File: src/rtl/nn_grad_accum.sv
// rtl/nn_grad_accum.sv - stochastic error/activation gradient accumulator feeding the weight updater
//
// Counts coincidences of the error streams with the activation stream over a
// programmable window, then offers the signed net gradient (magnitude + sign)
// to the saturating weight/bias updater over a VALID/ACK handshake.
//
// Ports:
//   CLK        system clock, rising edge
//   RST_n      asynchronous active-low reset
//   EN         run enable; starts and continues accumulation windows
//   win_len    window length in cycles (0 behaves as 1), latched on window entry
//   err_pos    positive-error stochastic stream
//   err_neg    negative-error stochastic stream
//   act        activation stochastic stream (tied 1 for bias instances)
//   arg        gradient magnitude to the updater
//   OPERATION  0 = add (pos >= neg), 1 = subtract (neg > pos)
//   VALID      arg/OPERATION valid
//   ACK        updater accepts on a cycle with VALID & ACK
//   BUSY       high in any state except IDLE
//   ovf        sticky: a counter saturated in the current window
//
// Build option: NN_GRAD_ZERO_SKIP_EN - when defined, a zero net gradient is not
// issued; the block moves straight on to the next window (or IDLE).

module nn_grad_accum #(
    parameter int Narg = 16,
    parameter int Nwin = 10
) (
    input  logic            CLK,
    input  logic            RST_n,
    input  logic            EN,
    input  logic [Nwin-1:0] win_len,
    input  logic            err_pos,
    input  logic            err_neg,
    input  logic            act,
    output logic [Narg-1:0] arg,
    output logic            OPERATION,
    output logic            VALID,
    input  logic            ACK,
    output logic            BUSY,
    output logic            ovf
);

    typedef enum logic [1:0] {
        S_IDLE,
        S_ACCUM,
        S_CALC,
        S_ISSUE
    } state_t;

    state_t          state;
    logic [Narg-1:0] pos_cnt;
    logic [Narg-1:0] neg_cnt;
    logic [Nwin-1:0] win_cnt;
    logic [Nwin-1:0] win_tgt;

    logic [Nwin-1:0] win_eff;
    logic [Narg-1:0] pos_next;
    logic [Narg-1:0] neg_next;
    logic            pos_sat;
    logic            neg_sat;
    logic            pos_ge;
    logic [Narg-1:0] diff;

    assign win_eff = (win_len == '0) ? Nwin'(1) : win_len;

    // Saturating increments; a dropped count (counter already full) flags ovf.
    always_comb begin
        pos_next = pos_cnt;
        neg_next = neg_cnt;
        pos_sat  = 1'b0;
        neg_sat  = 1'b0;
        if (err_pos && act) begin
            if (&pos_cnt) pos_sat  = 1'b1;
            else          pos_next = pos_cnt + Narg'(1);
        end
        if (err_neg && act) begin
            if (&neg_cnt) neg_sat  = 1'b1;
            else          neg_next = neg_cnt + Narg'(1);
        end
    end

    // Larger minus smaller, so the unsigned difference never wraps.
    assign pos_ge = (pos_cnt >= neg_cnt);
    assign diff   = pos_ge ? (pos_cnt - neg_cnt) : (neg_cnt - pos_cnt);

    always_ff @(posedge CLK or negedge RST_n) begin
        if (!RST_n) begin
            state     <= S_IDLE;
            pos_cnt   <= '0;
            neg_cnt   <= '0;
            win_cnt   <= '0;
            win_tgt   <= '0;
            arg       <= '0;
            OPERATION <= 1'b0;
            VALID     <= 1'b0;
            BUSY      <= 1'b0;
            ovf       <= 1'b0;
        end else begin
            case (state)
                S_IDLE: begin
                    if (EN) begin
                        state   <= S_ACCUM;
                        BUSY    <= 1'b1;
                        pos_cnt <= '0;
                        neg_cnt <= '0;
                        win_cnt <= '0;
                        ovf     <= 1'b0;
                        win_tgt <= win_eff;
                    end
                end

                S_ACCUM: begin
                    if (!EN) begin
                        // Abort: partial counts are simply abandoned.
                        state <= S_IDLE;
                        BUSY  <= 1'b0;
                    end else begin
                        pos_cnt <= pos_next;
                        neg_cnt <= neg_next;
                        if (pos_sat || neg_sat) ovf <= 1'b1;
                        win_cnt <= win_cnt + Nwin'(1);
                        if (win_cnt == win_tgt - Nwin'(1)) state <= S_CALC;
                    end
                end

                S_CALC: begin
`ifdef NN_GRAD_ZERO_SKIP_EN
                    if (diff == '0) begin
                        if (EN) begin
                            state   <= S_ACCUM;
                            pos_cnt <= '0;
                            neg_cnt <= '0;
                            win_cnt <= '0;
                            ovf     <= 1'b0;
                            win_tgt <= win_eff;
                        end else begin
                            state <= S_IDLE;
                            BUSY  <= 1'b0;
                        end
                    end else begin
                        arg       <= diff;
                        OPERATION <= ~pos_ge;
                        VALID     <= 1'b1;
                        state     <= S_ISSUE;
                    end
`else
                    arg       <= diff;
                    OPERATION <= ~pos_ge;
                    VALID     <= 1'b1;
                    state     <= S_ISSUE;
`endif
                end

                S_ISSUE: begin
                    if (ACK) begin
                        VALID <= 1'b0;
                        if (EN) begin
                            state   <= S_ACCUM;
                            pos_cnt <= '0;
                            neg_cnt <= '0;
                            win_cnt <= '0;
                            ovf     <= 1'b0;
                            win_tgt <= win_eff;
                        end else begin
                            state <= S_IDLE;
                            BUSY  <= 1'b0;
                        end
                    end
                end

                default: begin
                    state <= S_IDLE;
                    VALID <= 1'b0;
                    BUSY  <= 1'b0;
                end
            endcase
        end
    end

endmodule
File: config.mk
export PLATFORM = sky130hd
export DESIGN_NAME = nn_grad_accum
export DESIGN_NICKNAME = d
export VERILOG_FILES = /design/src/rtl/nn_grad_accum.sv
export SDC_FILE = /design/constraint.sdc
export NUM_CORES = 1
export LEC_CHECK = 0
export ABC_AREA = 1
export CORE_MARGIN = 8
export CORE_UTILIZATION = 45
export DETAILED_ROUTE_END_ITERATION = 10
export SYNTH_ARGS = -nofsm -noshare
export SYNTH_HDL_FRONTEND = slang
export SYNTH_SLANG_ARGS = --single-unit
File: constraint.sdc
create_clock -name CLK -period 2.55 [get_ports CLK]
set_clock_uncertainty 0.1 [all_clocks]
set_input_delay 0.3825 -clock CLK [delete_from_list [all_inputs] [get_ports CLK]]
set_output_delay 0.3825 -clock CLK [all_outputs]
set_load 0.005 [all_outputs]
* Word level (Yosys, flattened, before mapping)
Index checks and enable logic that the tools add are counted. W data, S select, Z words.
Storage, ports and cells: input bits 17, register bits 74, logic and storage cells 91, output and inout bits 20
Operators by class: add/sub/neg operators 6, reduce and logical (&&, ||, !) cells 18, bitwise logic cells 1, magnitude comparators 1, multiplexer cells 42, eq/ne operators 13
Operator list (number):
- $mux W16 | 11
- $pmux W16 S3 | 2
- $mux W10 | 6
- $add A16 B1 Y16 const B | 2
- $reduce_and A16 Y1 | 2
- $sub A16 B16 Y16 | 2
- $pmux W10 S3 | 1
- $pmux W10 S2 | 1
- $ge A16 B16 Y1 | 1
- $ne A2 B2 Y1 const B | 8
- $mux W1 | 13
- $add A10 B1 Y10 const B | 1
- $eq A10 B10 Y1 | 1
- $logic_not A10 Y1 | 1
- $reduce_and A5 Y1 | 2
- $sub A10 B1 Y10 const B | 1
- $reduce_and A3 Y1 | 3
- $mux W2 | 4
- $pmux W2 S4 | 1
- $pmux W1 S3 | 2
- $eq A2 B2 Y1 const B | 2
- $reduce_and A2 Y1 | 2
- $reduce_and A4 Y1 | 1
- $reduce_bool A2 Y1 | 2
- 8 further kinds | 9

* Logic depth before layout (Yosys ltp)
Gate-level depths: netlist of run 1.
depth after elaboration 7, mapped depth 15

* Least setup slack after synthesis of run 1
Ideal clock, no wire load.
path kind reg-to-reg, start register pos_cnt[0], end register arg[1], path buffers 1, data required time 2333 ps, cell stages (with the launch flop) 13, clock period less this slack 2161 ps, arrival 1944 ps, setup slack 389 ps, cell sequence dfrtp_1 -> inv_1 -> ha_1 -> fa_1 -> o21ai_2 -> a21oi_2 -> nand2_2 -> nand2_2 -> nand2_4 -> buf_6 -> nand2_1 -> nand3_1 -> nand2_1
Between the ends: longest elaborated chain between the ends 2, elaborated cells between the ends (all ways) 4, those cells by class add/sub: 2; order compare: 1; mux: 1
RTL lines:
- from (decl) | RTL line 52 | logic [Narg-1:0] pos_cnt;
- from (signal assigned) | RTL line 119 | pos_cnt <= pos_next;
- $sub A16 B16 Y16 / $ge A16 B16 Y1 (equally long branches) | RTL line 85, 84
- $mux W16 * | RTL line 85 | assign diff = pos_ge ? (pos_cnt - neg_cnt) : (neg_cnt - pos_cnt);
- to (signal assigned) | RTL line 148 | arg <= diff;
- to (decl) | RTL line 36 | output logic [Narg-1:0] arg,
Mark *: on every way between the ends. The rest lies on a longest branch, timed or not. A chain may end at the register's enable or synchronous reset.

* Worst setup path after layout of run 1
start register pos_cnt[5], end register arg[2]
Between the ends: longest elaborated chain between the ends 2
RTL lines:
- $ge A16 B16 Y1 | RTL line 84 | assign pos_ge = (pos_cnt >= neg_cnt);
- $mux W16 | RTL line 85
Every way passes these cells.

==> summary.md, run 1 <==
| Metric | Value |
|---|---|
| Status | complete, no violations |
| Post-Synthesis Cell Area | 5920 um2 |
| Area after DPL | 6580 um2 |
| Cell taking the most area after synthesis | dfrtp_1 |
| I/O Buffers | 36 |
| Die area | 17100 um2 |
| Setup violators final | 0 |
| WL met2 | 8000 um |
| Relative max-transition margin | 0.623 |
| GRT Overall Usage | 0.211 |
| Least-Margin Pin Slew | 0.564 ns |
| Detail Route met3 WL | 739 um |
| Final setup margin | 0.141 ns |
| Clock latency on the worst-skew pair | 0.35 ns |
| Core Rows | 42 |
| Die H | 131 um |
| Initial antenna violation count | 0 |
| Final worst path period share | 0.945 |
| Design Area, Final | 6980 um2 |
| Most frequent cell after synthesis | nand2_1 |
| Vias | 5861 |
| Top Metal Used | met4 |
| GRT overflow | 0 |
| Layout Nets | 977 |
| Io pins | 37 |
| CTS buffer count | 9 |
| CP Launch Type | register |
| Sinks on Clock Net | 74 |
| Sequential-to-total area share from yosys stat | 0.313 |
| Number of synthesized register bits | 74 |
| Met1 wire length | 7970 um |
| Avg Inst Size Synth | 6.81 um2 |
| Synth top area share | 0.313 |
| DP Wirelength | 13300 um |
| Setup Slack @ Placement | -0.0263 ns |
| Flop-to-flop setup slack | 0.14 ns |
| Iter 0 DRT Violations | 444 |
| Critical Path Sink Type | register |
| Routed vias/inst | 5.31 |
| Hold depth | 2 |
| Syn_nets | 923 |
| TritonCTS clock tree | done |
| Synth async-reset ratio | 1.00 |
| Worst R2R End | arg[2] |
| Placeable Area | 13000 um2 |
| Peak VDD IR | 0.378 mV |
| Critical Path Sink | arg[2] |
| DR WL/cell | 15.5 um |
| First-pass GRT wire length | 28200 um |
| Most frequent cells after synthesis | 273 x nand2_1, 95 x inv_1, 74 x dfrtp_1, 69 x o21ai_0 |
| Chip width | 131 um |
| Vias in the first global route | 5687 |
| Worst Setup SP | pos_cnt[5] |
| PD cells | 821 nW/um2 |
| R2R cell count | 12 |
| Hold WC Path Type | register to register |
| Final Util | 0.536 |
| Largest net degree at the start of global routing | 75 |
| # DRC | 0 |
| Endpoints failing hold | 0 |
| Crit path kind | register to register |
| Cells after DPL | 1086 |
| R2r startpoint | pos_cnt[5] |
| Max Freq | 415 MHz |
| Total Wirelength | 17100 um |
| EDFF count, synth | 0 |
| H-tree depth | 3 |
| DRT Pass-1 Iters | 6 |
| CP required | 2.74 ns |
| Fin crit period | 2.41 ns |
| Yosys warnings | 0 |
| Initial Util | 0.454 |
| Area grow syn2layout | 18.0% |
| CTS Buffer Depth | 2 |
| Main flop type after synthesis | dfrtp_1 |
| Final slew viol count | 0 |
| Final ANT Viol Nets | 0 |
| Final Non-Filler Cells | 1104 |
| Total of max-cap violations | 0 |
| Fill count | 1355 |
| RD Place Congestion | 0.926 |
| CTS root buffer | clkbuf_16 |
| Clock transition at path regs | 0.06 ns |
| Antenna diode count | 0 |
| Layout cell share with drive strength beyond 1 | 0.0905 |
| Leak | 0.00336 uW |
| Ranking of synthesized cells by area | dfrtp_1 31%, nand2_1 17%, ha_1 7.4% |
| Synth Instances | 869 |
| Distinct cell type count after synthesis | 38 |
| Crit path DAT | 2.59 ns |
| Worst Path Max Fanout | 17 |
-- layout make-up --
class	instances	area, um2	share of cell area
timing repair buffer	63	588	0.0843
inverter	99	372	0.0532
multi-input combinational	676	3640	0.522
clock inverter	6	63.8	0.00914
sequential	74	1850	0.266
clock buffer	10	239	0.0342
tap	176	220	0.0316
-- cell usage in the layout (no fill, tap or decap), drive strengths merged, types with 2 or more instances in the layout --
cell type / instances
nand3: 58
clkbuf: 10
and2: 2
xor2: 29
inv: 100
clkdlybuf4s50: 35
nor3: 24
o21ai: 75
fa: 2
xnor2: 3
ha: 35
clkinvlp: 2
nor4: 4
buf: 27
dfrtp: 74
a31oi: 2
o31ai: 5
nand3b: 5
nand4: 21
nor2: 67
a21oi: 55
clkinv: 2
nand2: 286
-- per-stage QoR --
stage	hold WS [ns]	TNS, ns	total power [uW]
after global placement	0.339	-0.114	4330
final	0.379	0	5730
after global routing	0.404	-0.00330	6190
after CTS	0.383	0	5740
after detailed placement	0.338	-0.0572	4370
after floorplan	-0.0131	0	3480
-- flip-flops by register name, indices dropped and copies added (netlist names), named ones only --
name,count
BUSY,1
OPERATION,1
VALID,1
arg,16
neg_cnt,16
ovf,1
pos_cnt,16
state,1
win_cnt,10
win_tgt,10
-- routing by layer --
layer | vias to the layer above | global-route usage
met5 | - | 0
met4 | 0 | 0.0783
met3 | 33 | 0.0244
met2 | 167 | 0.354
met1 | 2725 | 0.273
li1 | 2936 | -
-- worst min path at each step --
stage,from,end,slack [ns]
3_3_place_gp,RST_n,arg[12],0.34
4_1_cts,arg[8],arg[8],0.38
3_5_place_dp,RST_n,arg[12],0.34
6_report,arg[8],arg[8],0.38
5_1_grt,arg[0],arg[0],0.40
2_1_floorplan,RST_n,BUSY,-0.01
-- critical path: stages, from the launching register on --
cell     delay (ns)
dfrtp_2        0.41
inv_1          0.13
ha_2           0.40
nand2_1        0.18
nor2_4         0.20
nand4_1        0.21
nand2_2        0.18
nand2_2        0.10
nand2_8        0.14
nand2_1        0.06
o21ai_1        0.09
nand2_1        0.07
nand2_1        0.06
-- where the power goes --
part           internal (uW)  switching (uW)  leakage [uW]
registers               1410             210      0.000995
clock network            784             533      0.000145
logic                   1090            1700       0.00222
total                   3290            2440       0.00336
-- kinds of logic (layout without fill, tap and decap cells) --
kind of cell	after synthesis	count (layout)	synth area share
AO/OA/AOI/OAI	139	139	0.125
XOR/XNOR	32	32	0.0474
adder cells (fa/ha/maj)	37	37	0.0808
buffers and inverters	119	178	0.0823
flip-flops	74	74	0.313
AND/OR/NAND/NOR	468	468	0.352
-- timing repair --
action | CTS | global route
hold buffers | 1 | 0
endpoints found under the hold margin | 74 | 0
pin swaps | 1 | 1
resized for setup | 0 | 14
buffers inserted | 1 | 0
endpoints found under the setup margin | 14 | 16
Note: power is estimated with default switching activity, not from simulation.
==> inputs of run 2 (changes only) <==
--- a/config.mk
+++ b/config.mk
@@ -7,8 +7,10 @@
 export LEC_CHECK = 0
 export ABC_AREA = 1
 export CORE_MARGIN = 8
-export CORE_UTILIZATION = 45
+export CORE_UTILIZATION = 56
 export DETAILED_ROUTE_END_ITERATION = 10
+export GPL_ROUTABILITY_DRIVEN = 1
+export PLACE_DENSITY = 0.76
 export SYNTH_ARGS = -nofsm -noshare
 export SYNTH_HDL_FRONTEND = slang
 export SYNTH_SLANG_ARGS = --single-unit
==> summary.md, run 2 (synthesized netlist as in run 1, its figures left out) <==
| Metric | Value |
|---|---|
| Status | complete, no violations |
| CP Launch Type | register |
| Clock transition at path regs | 0.09 ns (+0.03 ns) |
| First-pass GRT wire length | 28000 um (-0.51%) |
| Vias | 5976 (+2.0%) |
| Placeable Area | 10300 um2 (-21%) |
| CTS buffer count | 9 (unchanged) |
| H-tree depth | 3 (unchanged) |
| Area grow syn2layout | 14.1% |
| Commonest non-fill, non-tap cell in the layout | nand2_1 |
| Critical Path Sink Type | register |
| Crit path kind | register to register |
| Total Wirelength | 16800 um (-1.6%) |
| GRT Overall Usage | 0.241 (+0.0302) |
| Final worst path period share | 0.937 (-0.00751) |
| Iter 0 DRT Violations | 571 (+29%) |
| Setup violators final | 0 (unchanged) |
| DRT Pass-1 Iters | 6 (unchanged) |
| Worst hold slack | 0.0595 ns (-0.320 ns) |
| Worst Path Max Fanout | 10 (-7) |
| DP Wirelength | 13200 um (-0.98%) |
| Crit path DAT | 2.54 ns (-0.05 ns) |
| Cells after DPL | 1041 (-4.1%) |
| Die H | 119 um (-9.1%) |
| Final slew viol count | 0 (unchanged) |
| Core Rows | 37 (-12%) |
| Sinks on Clock Net | 74 (unchanged) |
| Routed vias/inst | 5.65 (+6.5%) |
| Design Area, Final | 6750 um2 (-3.3%) |
| Io pins | 37 (unchanged) |
| Hold WC Path Type | input pin to asynchronous set/reset pin |
| Vias in the first global route | 5861 (+3.1%) |
| Largest net degree at the start of global routing | 75 (unchanged) |
| Antenna diode count | 0 (unchanged) |
| Peak VDD IR | 0.589 mV (+56%) |
| Least-Margin Pin Slew | 0.958 ns (+0.394 ns) |
| TritonCTS clock tree | done |
| RD Place Congestion | 1.01 (+9.3%) |
| Initial Util | 0.576 (+0.122) |
| Total of max-cap violations | 0 (unchanged) |
| Final Non-Filler Cells | 1057 (-4.3%) |
| Area after DPL | 6480 um2 (-1.5%) |
| Clock latency on the worst-skew pair | 0.36 ns (about the same) |
| Final Util | 0.657 (+0.121) |
| CTS Buffer Depth | 2 (unchanged) |
| Max Freq | 418 MHz (+0.80%) |
| Hold buffer count at CTS | 0 (-1) |
| I/O Buffers | 36 (unchanged) |
| DR WL/cell | 15.9 um (+2.8%) |
| CP required | 2.70 ns (-0.04 ns) |
| Commonest non-fill, non-tap cells in the layout | 272 x nand2_1, 95 x inv_1, 73 x dfrtp_1 |
| # DRC | 0 (unchanged) |
| Die area | 14100 um2 (-17%) |
| Chip width | 119 um (-9.1%) |
| Endpoints failing hold | 0 (unchanged) |
| GRT overflow | 0 (unchanged) |
| Leak | 0.00327 uW (-2.8%) |
| Fin crit period | 2.39 ns (-0.0192 ns) |
| Final ANT Viol Nets | 0 (unchanged) |
| PD cells | 781 nW/um2 (-4.8%) |
| CTS root buffer | clkbuf_8 |
| Largest regs | arg (16), neg_cnt (16), pos_cnt (16) |
| Layout Nets | 970 (-0.72%) |
| Initial antenna violation count | 0 (unchanged) |
| Layout cell share with drive strength beyond 1 | 0.0847 (-0.00583) |
| Relative max-transition margin | 0.361 (-0.262) |
## run 2: cell type report
class,count,area (um2)
clock buffers,12,155
clock inverters,4,26.3
fillers,935,3530
inverters,99,372
multi-input cells,676,3670
flip-flops and latches,74,1850
well taps,136,170
repair buffers,56,508
## run 2: layer usage
layer | track usage | vias up | wire [um]
li1 | - | 2914 | -
met1 | 0.303 | 2767 | 7160
met2 | 0.397 | 262 | 7900
met3 | 0.0471 | 33 | 1350
met4 | 0.0988 | 0 | 424
met5 | 0 | - | 0
## run 2: path summary, 6_finish.rpt
path	cells past startpoint	startpoint	slack, ns	to
worst min register to register	2	arg[6]	0.38	arg[6]
worst min-delay path	1	RST_n	0.06	arg[12]
min in group CLK	2	arg[6]	0.38	arg[6]
worst max register to register	11	pos_cnt[5]	0.16	arg[1]
max in group asynchronous	1	RST_n	1.60	pos_cnt[5]
worst max-delay path	11	pos_cnt[5]	0.16	arg[1]
## run 2: metrics by stage
step                      power [uW]  TNS (ns)  setup slack, ns
after CTS                       5240         0           0.0296
after floorplan                 3480         0            0.389
after detailed placement        4340         0          0.00348
after global routing            5730   -0.0238          -0.0232
final                           5270         0            0.160
after global placement          4290  -0.00387         -0.00387
## run 2: what timing repair did
action,in CTS,in global routing
endpoints found under the setup margin,2,16
setup buffers,0,0
hold endpoints to repair,0,0
resized for setup,2,16
pin swaps,0,0
## run 2: worst max-delay path, stage by stage, from the launching register on
cell	delay, ns
dfrtp_2	0.46
inv_1	0.18
ha_2	0.36
a21oi_4	0.23
o21ai_1	0.12
a21oi_2	0.18
nand2_2	0.10
a21oi_4	0.13
buf_4	0.19
nand2_1	0.07
nand3_1	0.08
nand2_1	0.06
## run 2: power breakdown
group	internal, uW	total (uW)	switching (uW)
clock	406	888	482
sequential	1410	1620	215
combinational	1070	2760	1690
